===== src/rtl/hand_axis_ctrl_pkg.sv =====
// Shared encodings for the hand axis controller: direction codes and controller FSM states.
package hand_ctrl_pkg;

    typedef enum logic [1:0] {
        NONE = 2'd0,
        NEG  = 2'd1,
        POS  = 2'd2
    } dir_t;

    typedef enum logic [1:0] {
        IDLE   = 2'd0,
        TRACK  = 2'd1,
        HOLD   = 2'd2,
        RETURN = 2'd3
    } state_t;

endpackage


===== src/rtl/hand_axis_ctrl_if.sv =====
// Sample/command bundle between a hand tracker (master) and the axis controller (slave).
interface hand_axis_ctrl_if
    import hand_ctrl_pkg::*;
#(
    parameter int COORD_W = 16,
    parameter int CMD_W   = 8
);

    logic               sample_valid;
    logic [COORD_W-1:0] pos_a;
    logic [COORD_W-1:0] pos_b;
    logic [CMD_W-1:0]   cmd;
    dir_t               direction;
    logic               tracking_lost;

    modport master (
        output sample_valid, pos_a, pos_b,
        input  cmd, direction, tracking_lost
    );

    modport slave (
        input  sample_valid, pos_a, pos_b,
        output cmd, direction, tracking_lost
    );

endinterface


===== src/rtl/hand_axis_ctrl_slew.sv =====
// axis_slew_limiter: walks cmd toward target by at most SLEW_STEP per tick, landing exactly on target.
module axis_slew_limiter #(
    parameter int CMD_W     = 8,
    parameter int NEUTRAL   = 116,
    parameter int SLEW_STEP = 4
) (
    input  logic             clock,
    input  logic             reset_n,
    input  logic [CMD_W-1:0] target,
    input  logic             tick,
    output logic [CMD_W-1:0] cmd
);

    localparam logic [CMD_W-1:0] STEP = CMD_W'(SLEW_STEP);

    logic [CMD_W-1:0] gap;

    always_comb begin
        gap = (target > cmd) ? (target - cmd) : (cmd - target);
    end

    // A remaining gap no larger than one step snaps to target, so the ramp never overshoots
    always_ff @(posedge clock or negedge reset_n) begin
        if (!reset_n) begin
            cmd <= CMD_W'(NEUTRAL);
        end else if (tick && (gap != '0)) begin
            if (gap <= STEP) begin
                cmd <= target;
            end else if (target > cmd) begin
                cmd <= cmd + STEP;
            end else begin
                cmd <= cmd - STEP;
            end
        end
    end

endmodule


===== src/rtl/hand_axis_ctrl.sv =====
// Hand-gesture axis controller: two hand coordinates -> clamped target, direction and axis command.
// Build macro HAND_AXIS_SLEW_EN inserts axis_slew_limiter; without it cmd follows target one cycle later.
module hand_axis_ctrl
    import hand_ctrl_pkg::*;
#(
    parameter int COORD_W      = 16,
    parameter int CMD_W        = 8,
    parameter int NEUTRAL      = 116,
    parameter int MIN_CMD      = 68,
    parameter int MAX_CMD      = 184,
    parameter int DEADBAND     = 38,
    parameter int GAIN_SHIFT   = 1,
    parameter int POS_LIMIT    = 512,
    parameter int SLEW_STEP    = 4,
    parameter int SLEW_DIV     = 1,
    parameter int LOST_TIMEOUT = 1024
) (
    input logic             clock,
    input logic             reset_n,
    hand_axis_ctrl_if.slave axis
);

    localparam int W     = CMD_W + COORD_W + 2;
    localparam int CNT_W = (LOST_TIMEOUT > 1) ? $clog2(LOST_TIMEOUT) : 1;

    localparam logic [CNT_W-1:0]    CNT_LAST  = CNT_W'(LOST_TIMEOUT - 1);
    localparam logic signed [W-1:0] NEUTRAL_S = W'(NEUTRAL);
    localparam logic signed [W-1:0] MIN_S     = W'(MIN_CMD);
    localparam logic signed [W-1:0] MAX_S     = W'(MAX_CMD);
    localparam logic signed [W-1:0] DEAD_S    = W'(DEADBAND);
    localparam logic [W-1:0]        DEAD_U    = W'(DEADBAND);
    localparam logic [W-1:0]        LIMIT_U   = W'(POS_LIMIT);
    localparam logic [CMD_W-1:0]    NEUTRAL_C = CMD_W'(NEUTRAL);
    localparam logic [CMD_W-1:0]    MIN_C     = CMD_W'(MIN_CMD);
    localparam logic [CMD_W-1:0]    MAX_C     = CMD_W'(MAX_CMD);

    if ((SLEW_STEP < 1) || (SLEW_DIV < 1) || (MIN_CMD > MAX_CMD) || (LOST_TIMEOUT < 1)) begin : g_bad_param
        $error("hand_axis_ctrl: inconsistent parameters");
    end

    state_t             state, state_next;
    logic [CMD_W-1:0]   target, cmd_q, calc_target;
    dir_t               direction, calc_dir;
    logic               lost;
    logic [CNT_W-1:0]   hold_cnt;
    logic [COORD_W:0]   diff;
    logic               a_gt_b, invalid, good, timeout;
    logic               load_sample, go_return, count_en;
    logic signed [W-1:0] offset, raw;

    // Sample evaluation: deadband, gain and clamp in a signed width that cannot wrap
    always_comb begin
        a_gt_b  = axis.pos_a > axis.pos_b;
        diff    = a_gt_b ? ({1'b0, axis.pos_a} - {1'b0, axis.pos_b})
                         : ({1'b0, axis.pos_b} - {1'b0, axis.pos_a});
        invalid = (axis.pos_a == '0) || (axis.pos_b == '0) ||
                  (W'(axis.pos_a) > LIMIT_U) || (W'(axis.pos_b) > LIMIT_U);
        good    = axis.sample_valid && !invalid;
        timeout = hold_cnt == CNT_LAST;
        offset  = ($signed(W'(diff)) - DEAD_S) >>> GAIN_SHIFT;
        raw      = NEUTRAL_S;
        calc_dir = NONE;
        if ((W'(diff) >= DEAD_U) && (axis.pos_a != axis.pos_b)) begin
            if (a_gt_b) begin
                raw      = NEUTRAL_S - offset;
                calc_dir = POS;
            end else begin
                raw      = NEUTRAL_S + offset;
                calc_dir = NEG;
            end
        end
        if (raw < MIN_S) begin
            calc_target = MIN_C;
        end else if (raw > MAX_S) begin
            calc_target = MAX_C;
        end else begin
            calc_target = raw[CMD_W-1:0];
        end
    end

    always_ff @(posedge clock or negedge reset_n) begin
        if (!reset_n) begin
            state <= IDLE;
        end else begin
            state <= state_next;
        end
    end

    // A valid sample wins over every other exit, including reaching neutral while returning
    always_comb begin
        state_next = state;
        unique case (state)
            IDLE:    if (good) state_next = TRACK;
            TRACK:   if (axis.sample_valid && invalid) state_next = HOLD;
            HOLD:    if (good) state_next = TRACK;
                     else if (timeout) state_next = RETURN;
            RETURN:  if (good) state_next = TRACK;
                     else if (cmd_q == NEUTRAL_C) state_next = IDLE;
            default: state_next = IDLE;
        endcase
    end

    always_comb begin
        load_sample = good;
        go_return   = (state == HOLD) && !good && timeout;
        count_en    = (state == HOLD) && !good && !timeout;
    end

    always_ff @(posedge clock or negedge reset_n) begin
        if (!reset_n) begin
            target    <= NEUTRAL_C;
            direction <= NONE;
            lost      <= 1'b0;
            hold_cnt  <= '0;
        end else begin
            if (load_sample) begin
                target    <= calc_target;
                direction <= calc_dir;
                lost      <= 1'b0;
            end else if (go_return) begin
                target    <= NEUTRAL_C;
                direction <= NONE;
                lost      <= 1'b1;
            end
            hold_cnt <= count_en ? hold_cnt + 1'b1 : '0;
        end
    end

`ifdef HAND_AXIS_SLEW_EN
    localparam int DIV_W = $clog2(SLEW_DIV + 1);

    logic [DIV_W-1:0] div_cnt;
    logic             tick;

    always_comb begin
        tick = div_cnt == DIV_W'(SLEW_DIV - 1);
    end

    always_ff @(posedge clock or negedge reset_n) begin
        if (!reset_n) begin
            div_cnt <= '0;
        end else begin
            div_cnt <= tick ? '0 : div_cnt + 1'b1;
        end
    end

    axis_slew_limiter #(
        .CMD_W     (CMD_W),
        .NEUTRAL   (NEUTRAL),
        .SLEW_STEP (SLEW_STEP)
    ) u_slew (
        .clock   (clock),
        .reset_n (reset_n),
        .target  (target),
        .tick    (tick),
        .cmd     (cmd_q)
    );
`else
    always_ff @(posedge clock or negedge reset_n) begin
        if (!reset_n) begin
            cmd_q <= NEUTRAL_C;
        end else begin
            cmd_q <= target;
        end
    end
`endif

    assign axis.cmd           = cmd_q;
    assign axis.direction     = direction;
    assign axis.tracking_lost = lost;

endmodule

===== src/flat_wrapper.sv =====
// flat-port wrapper written by rule: the top's interface ports become plain ports
module hand_axis_ctrl_flat import hand_ctrl_pkg::*;
#(
    parameter int COORD_W      = 16,
    parameter int CMD_W        = 8,
    parameter int NEUTRAL      = 116,
    parameter int MIN_CMD      = 68,
    parameter int MAX_CMD      = 184,
    parameter int DEADBAND     = 38,
    parameter int GAIN_SHIFT   = 1,
    parameter int POS_LIMIT    = 512,
    parameter int SLEW_STEP    = 4,
    parameter int SLEW_DIV     = 1,
    parameter int LOST_TIMEOUT = 1024
)
  (clock, reset_n, axis_sample_valid, axis_pos_a, axis_pos_b, axis_cmd, axis_direction, axis_tracking_lost);
  hand_axis_ctrl_if #(.COORD_W(COORD_W), .CMD_W(CMD_W)) axis_i ();
  input logic clock;
  input logic reset_n;
  input wire logic [$bits(axis_i.sample_valid)-1:0] axis_sample_valid;
  input wire logic [$bits(axis_i.pos_a)-1:0] axis_pos_a;
  input wire logic [$bits(axis_i.pos_b)-1:0] axis_pos_b;
  output wire logic [$bits(axis_i.cmd)-1:0] axis_cmd;
  output wire logic [$bits(axis_i.direction)-1:0] axis_direction;
  output wire logic [$bits(axis_i.tracking_lost)-1:0] axis_tracking_lost;
  assign axis_i.sample_valid = axis_sample_valid;
  assign axis_i.pos_a = axis_pos_a;
  assign axis_i.pos_b = axis_pos_b;
  assign axis_cmd = axis_i.cmd;
  assign axis_direction = axis_i.direction;
  assign axis_tracking_lost = axis_i.tracking_lost;
  hand_axis_ctrl #(.COORD_W(COORD_W), .CMD_W(CMD_W), .NEUTRAL(NEUTRAL), .MIN_CMD(MIN_CMD), .MAX_CMD(MAX_CMD), .DEADBAND(DEADBAND), .GAIN_SHIFT(GAIN_SHIFT), .POS_LIMIT(POS_LIMIT), .SLEW_STEP(SLEW_STEP), .SLEW_DIV(SLEW_DIV), .LOST_TIMEOUT(LOST_TIMEOUT)) u_core (.clock(clock), .reset_n(reset_n), .axis(axis_i));
endmodule

===== config.mk =====
export PLATFORM = sky130hd
export DESIGN_NAME = hand_axis_ctrl_flat
export DESIGN_NICKNAME = d
export VERILOG_FILES = /design/src/rtl/hand_axis_ctrl_pkg.sv /design/src/rtl/hand_axis_ctrl_if.sv /design/src/rtl/hand_axis_ctrl_slew.sv /design/src/rtl/hand_axis_ctrl.sv /design/src/flat_wrapper.sv
export SDC_FILE = /design/constraint.sdc
export NUM_CORES = 1
export LEC_CHECK = 0
export ABC_AREA = 1
export CAP_MARGIN = 20
export CORE_UTILIZATION = 60
export CTS_BUF_LIST = sky130_fd_sc_hd__clkbuf_8
export DETAILED_ROUTE_END_ITERATION = 12
export DONT_BUFFER_PORTS = 1
export PLACE_DENSITY = 0.76
export REMOVE_ABC_BUFFERS = 1
export SLEW_MARGIN = 20
export SYNTH_ARGS = -nofsm -noshare
export SYNTH_HDL_FRONTEND = slang
export SYNTH_HIERARCHICAL = 1
export SYNTH_SLANG_ARGS = --single-unit

===== constraint.sdc =====
create_clock -name clock -period 3 [get_ports clock]
set_input_delay 0.6 -clock clock [delete_from_list [all_inputs] [get_ports clock]]
set_output_delay 0.6 -clock clock [all_outputs]
set_load 0.02 [all_outputs]

==> flow_summary.json, run 1 <==
{
  "stop_stage": "global routing",
  "netlist_instances": 968,
  "gr-total-overflow": 258,
  "initial_utilization": 0.629,
  "synth_compound_area_frac": 0.0751,
  "gp_congestion": 0.956,
  "synthMuxAreaShare": 0,
  "synth_ff_type": "dfrtp_1",
  "cts_max_path_buffers": 2,
  "grt_use_total": 0.806,
  "stop_error": "[ERROR GRT-0232] Routing congestion too high. Check the congestion heatmap in the GUI.",
  "die_h_um": 98.3,
  "synth_area_leaders": "nand2_1 (23%), dfrtp_1 (10%), inv_1 (9.5%), nand3_1 (9.1%), ha_1 (8.3%)",
  "yosysWarnings": 6,
  "placedInstanceArea_um2": 6910,
  "postGrtWorstEndpoint": "u_core/target[3]$_DFFE_PN0P_/D",
  "synth_top_family_by_area": "simple AND/OR/NAND/NOR gates",
  "dp_hpwl_um": 14800,
  "synthArstFlopShare": 1.00,
  "ys_seq_area_frac": 0.141,
  "yosys.area_share.simple": 0.546,
  "synth_xor_area_frac": 0.0220,
  "clock-sinks": 31,
  "dpl.cell_count": 1238,
  "syn_area_per_cell_um2": 5.75,
  "synth_top_area_cell": "nand2_1",
  "synth-seq-cells": 31,
  "num_io_pins": 46,
  "synth.top_cell.area_share": 0.234,
  "synthAdderAreaFrac": 0.0904,
  "status": "stopped before the end",
  "numCtsBuffers": 5,
  "fp.dieW_um": 98.3,
  "synth_edf_count": 0,
  "grt_max_degree": 32,
  "timing.worst_endpoint.kind": "register data pin",
  "synth_area_um2": 5560,
  "synth_cell_types": 49,
  "h-tree-depth": 2,
  "port_buffers": 0,
  "num_rows": 34,
  "cts-root-buf": "clkbuf_8"
}
[stage by stage]
stage / hold WS (ns) / TNS [ns] / setup slack [ns]
detailed placement: 0.305 / -11.46 / -1.36
floorplan: 0.304 / -10.90 / -1.35
CTS: 0.00197 / -6.01 / -0.798
global placement: 0.305 / -10.25 / -1.21
[synth_stat cells (2+ instances only)]
cell,number
a21oi_1,30
nand4_1,24
nor3_2,2
nor2_4,6
nor2_2,10
buf_2,6
a32o_1,2
a21o_1,2
nand2_4,12
inv_2,14
nand2_2,27
and2_1,2
nor4_1,3
o31ai_1,2
nand3_4,2
clkbuf_1,2
o21a_1,2
dfstp_2,8
o21bai_1,5
fa_1,2
xor2_1,13
buf_4,3
nand2_1,347
o21ai_1,5
nor3_1,8
ha_1,37
dfrtp_1,23
nand3b_1,7
nor2_1,76
nand3_2,7
nor3b_1,5
inv_1,141
a211oi_1,2
a21oi_2,3
o21ai_0,12
nand3_1,101
buf_12,2
nand3b_2,2
[metal layers]
metal,overflow,track usage
met2,169,1.04
met1,7,0.774
met3,3,0.583
met4,79,0.886
met5,0,0.149
[cells by family after synthesis]
family          count (synthesis)
compound gates                 70
xor+xnor                       14
fa+ha+maj                      39
buf+inv                       169
flops                          31
simple gates                  645
[repair_timing]
item,4_1_cts
pin swaps,80
gates resized for setup,157
endpoints found under the setup margin,10
buffers inserted,19
hold buffers,0
==> run 2: changes to the inputs <==
--- a/config.mk
+++ b/config.mk
@@ -7,11 +7,10 @@
 export LEC_CHECK = 0
 export ABC_AREA = 1
 export CAP_MARGIN = 20
-export CORE_UTILIZATION = 60
-export CTS_BUF_LIST = sky130_fd_sc_hd__clkbuf_8
+export CORE_UTILIZATION = 40
 export DETAILED_ROUTE_END_ITERATION = 12
 export DONT_BUFFER_PORTS = 1
-export PLACE_DENSITY = 0.76
+export PLACE_DENSITY_LB_ADDON = 0.15
 export REMOVE_ABC_BUFFERS = 1
 export SLEW_MARGIN = 20
 export SYNTH_ARGS = -nofsm -noshare
==> run 2 against run 1 <==
The flow now finishes, with violations (setup timing). Synthesized area unchanged. Synthesized cell count did not move.
==> flow_summary.json, run 2 <==
{
  "cp_data_required_time_ns": 3.20,
  "p_leak_uw": 0.00461,
  "period_share": 1.26,
  "gp_congestion": 0.901,
  "drv_cap": 0,
  "cts.reportedPaths.clkPinSlew_ns": 0.05,
  "synth_cell_types": 49,
  "layout_min_cycle_time_ns": 3.79,
  "finalPower_uw": 4020,
  "clock-sinks": 31,
  "cpMostUsedCell": "nand2_2",
  "dp_hpwl_um": 14600,
  "ant_nets": 0,
  "holdWs_ns": 0.0190,
  "max_stage_delay_ns": 0.28,
  "path_max_fanout": 5,
  "relSlewSlack": 0.647,
  "grt_antenna_before_repair": 0,
  "numCtsBuffers": 5,
  "top_regs": "u_core/hold_cnt x10, u_core/axis.cmd x8, u_core/target x8",
  "nets": 1280,
  "largest_reg_flops": 10,
  "netlist_instances": 968,
  "rrSetupSlack_ns": 0.71,
  "clock_latency_ns": 0.27,
  "gr-total-overflow": 0,
  "top_register": "u_core/hold_cnt",
  "violations": "setup timing",
  "synth_area_um2": 5560,
  "drive_gt1_frac": 0.420,
  "n_antenna_cell": 0,
  "h-tree-depth": 2,
  "cts_tree": "built",
  "synth_commonest_cells": "nand2_1 (347), inv_1 (141), nand3_1 (101)",
  "r2r-end": "u_core/target[5]",
  "fin_area_um2": 8690,
  "clock.fmax_mhz": 264,
  "cts_hold_buf": 0,
  "vias": 6732,
  "drc": 0,
  "die_h_um": 120,
  "synth_area_leaders": "nand2_1 (23%), dfrtp_1 (10%), inv_1 (9.5%), nand3_1 (9.1%), ha_1 (8.3%)",
  "dieArea_um2": 14400,
  "cp_slowest_cell": "ha_4",
  "final_hold_viol_count": 0,
  "grt_pass1_vias": 6693,
  "worst_pin_slew_ns": 0.524,
  "synth.top_cell.area_share": 0.234,
  "grt_use_total": 0.261,
  "num_io_pins": 46,
  "fp.dieW_um": 120,
  "synth_ff_type": "dfrtp_1",
  "drtIter0Drc": 378,
  "core-area_um2": 13400,
  "crit_buf_inv": 5,
  "clock_skew_ns": 0.00524,
  "r2r_cells": 13,
  "num_rows": 42,
  "port_buffers": 0,
  "yosysMostFrequentCell": "nand2_1",
  "synth_top_area_cell": "nand2_1",
  "wl_per_cell_um": 13.6,
  "final_util": 0.649,
  "syn_area_per_cell_um2": 5.75,
  "finalSetupViolCount": 10,
  "viasPerCell": 4.87,
  "synthArstFlopShare": 1.00,
  "power_density_nw_per_um2": 462,
  "setup_ws_ns": -0.792,
  "rsz0062_at_grt": "true",
  "synth-seq-cells": 31,
  "grt_max_degree": 32,
  "grt_pass1_wl_um": 30500,
  "layout_common_cells": "nand2_1 (289), buf_4 (226), inv_1 (121), nand3_1 (84), nand2_2 (66)",
  "r2r-start": "u_core/hold_cnt[0]",
  "worstSetupPathType": "input pin to flip-flop",
  "synth_edf_count": 0,
  "first_pass_iters": 7,
  "ys_seq_area_frac": 0.141,
  "hp-class": "input pin to async pin",
  "pre_cts_slack_ns": -1.33,
  "crit_family": "simple AND/OR/NAND/NOR gates",
  "layout_commonest_cell": "nand2_1",
  "ir_drop_mv": 0.231,
  "initial_utilization": 0.415,
  "status": "finished with violations",
  "cts-root-buf": "clkbuf_16",
  "drt-total-wl_um": 18900,
  "cts_max_path_buffers": 2,
  "crit_path_end_kind": "flip-flop",
  "area_delta_synth_final_pct": 56.3,
  "start_kind": "input pin",
  "slew_viol_final": 0,
  "arrival_ns": 3.99,
  "placedInstanceArea_um2": 7160,
  "yosysWarnings": 6
}
## run 2: power breakdown
part / internal (uW) / switching, uW / total (uW)
Combinational: 1350 / 1630 / 2970
Clock: 412 / 176 / 589
Sequential: 440 / 15.9 / 456
## run 2: logic make-up (layout without fill, tap and decap cells)
| family | after synthesis | in the layout | synth area share |
|---|---|---|---|
| adder cells (fa/ha/maj) | 39 | 39 | 0.0904 |
| AO/OA/AOI/OAI | 70 | 70 | 0.0751 |
| buffers and inverters | 169 | 408 | 0.125 |
| flip-flops | 31 | 31 | 0.141 |
| XOR/XNOR | 14 | 14 | 0.0220 |
| AND/OR/NAND/NOR | 645 | 645 | 0.546 |
## run 2: cell type report
| class | instances | area, um^2 |
|---|---|---|
| Clock inverter | 2 | 35.0 |
| Tap cell | 176 | 220 |
| Fill cell | 1201 | 4710 |
| Clock buffer | 6 | 139 |
| Timing Repair Buffer | 245 | 1950 |
| Sequential cell | 31 | 786 |
| Inverter | 155 | 622 |
| Multi-Input combinational cell | 768 | 4950 |
## run 2: repair_timing
| action | 4_1_cts | 5_1_grt |
|---|---|---|
| resized for setup | 139 | 108 |
| setup endpoints to repair | 10 | 10 |
| pin swaps | 74 | 82 |
| buffers inserted | 26 | 20 |
| cloned | 0 | 0 |
## run 2: through the flow
stage	TNS (ns)	instances
after global placement	-10.89	1329
after CTS	-5.43	1363
final	-6.20	1383
after detailed placement	-11.51	1329
after floorplan	-10.90	954
after global routing	-8.50	1383
## run 2: metal layers
metal,vias up,GRT usage,share of wire
li1,3541,-,-
met1,3035,0.322,0.44
met2,130,0.489,0.51
met3,26,0.0200,0.030
met4,0,0.0508,0.022
met5,-,0,0
## run 2: how the worst max path moves through the flow
stage | startpoint | end | slack [ns] | cells after the start
2_1_floorplan | axis_pos_a[2] | u_core/target[7] | -1.35 | 34
3_3_place_gp | axis_pos_a[9] | u_core/target[6] | -1.25 | 33
3_5_place_dp | axis_pos_a[10] | u_core/target[7] | -1.33 | 33
4_1_cts | axis_pos_a[10] | u_core/target[7] | -0.72 | 34
5_1_grt | axis_pos_b[1] | u_core/target[7] | -1.05 | 36
6_report | axis_pos_a[12] | u_core/target[4] | -0.79 | 32
(Power assumes the default switching activity.)
==> run 3: changes to the inputs <==
--- a/config.mk
+++ b/config.mk
@@ -12,7 +12,6 @@
 export DONT_BUFFER_PORTS = 1
 export PLACE_DENSITY_LB_ADDON = 0.15
 export REMOVE_ABC_BUFFERS = 1
-export SLEW_MARGIN = 20
 export SYNTH_ARGS = -nofsm -noshare
 export SYNTH_HDL_FRONTEND = slang
 export SYNTH_HIERARCHICAL = 1
==> results of run 3 <==
No change in the layout: final DEF, timing and power equal those of run 2.
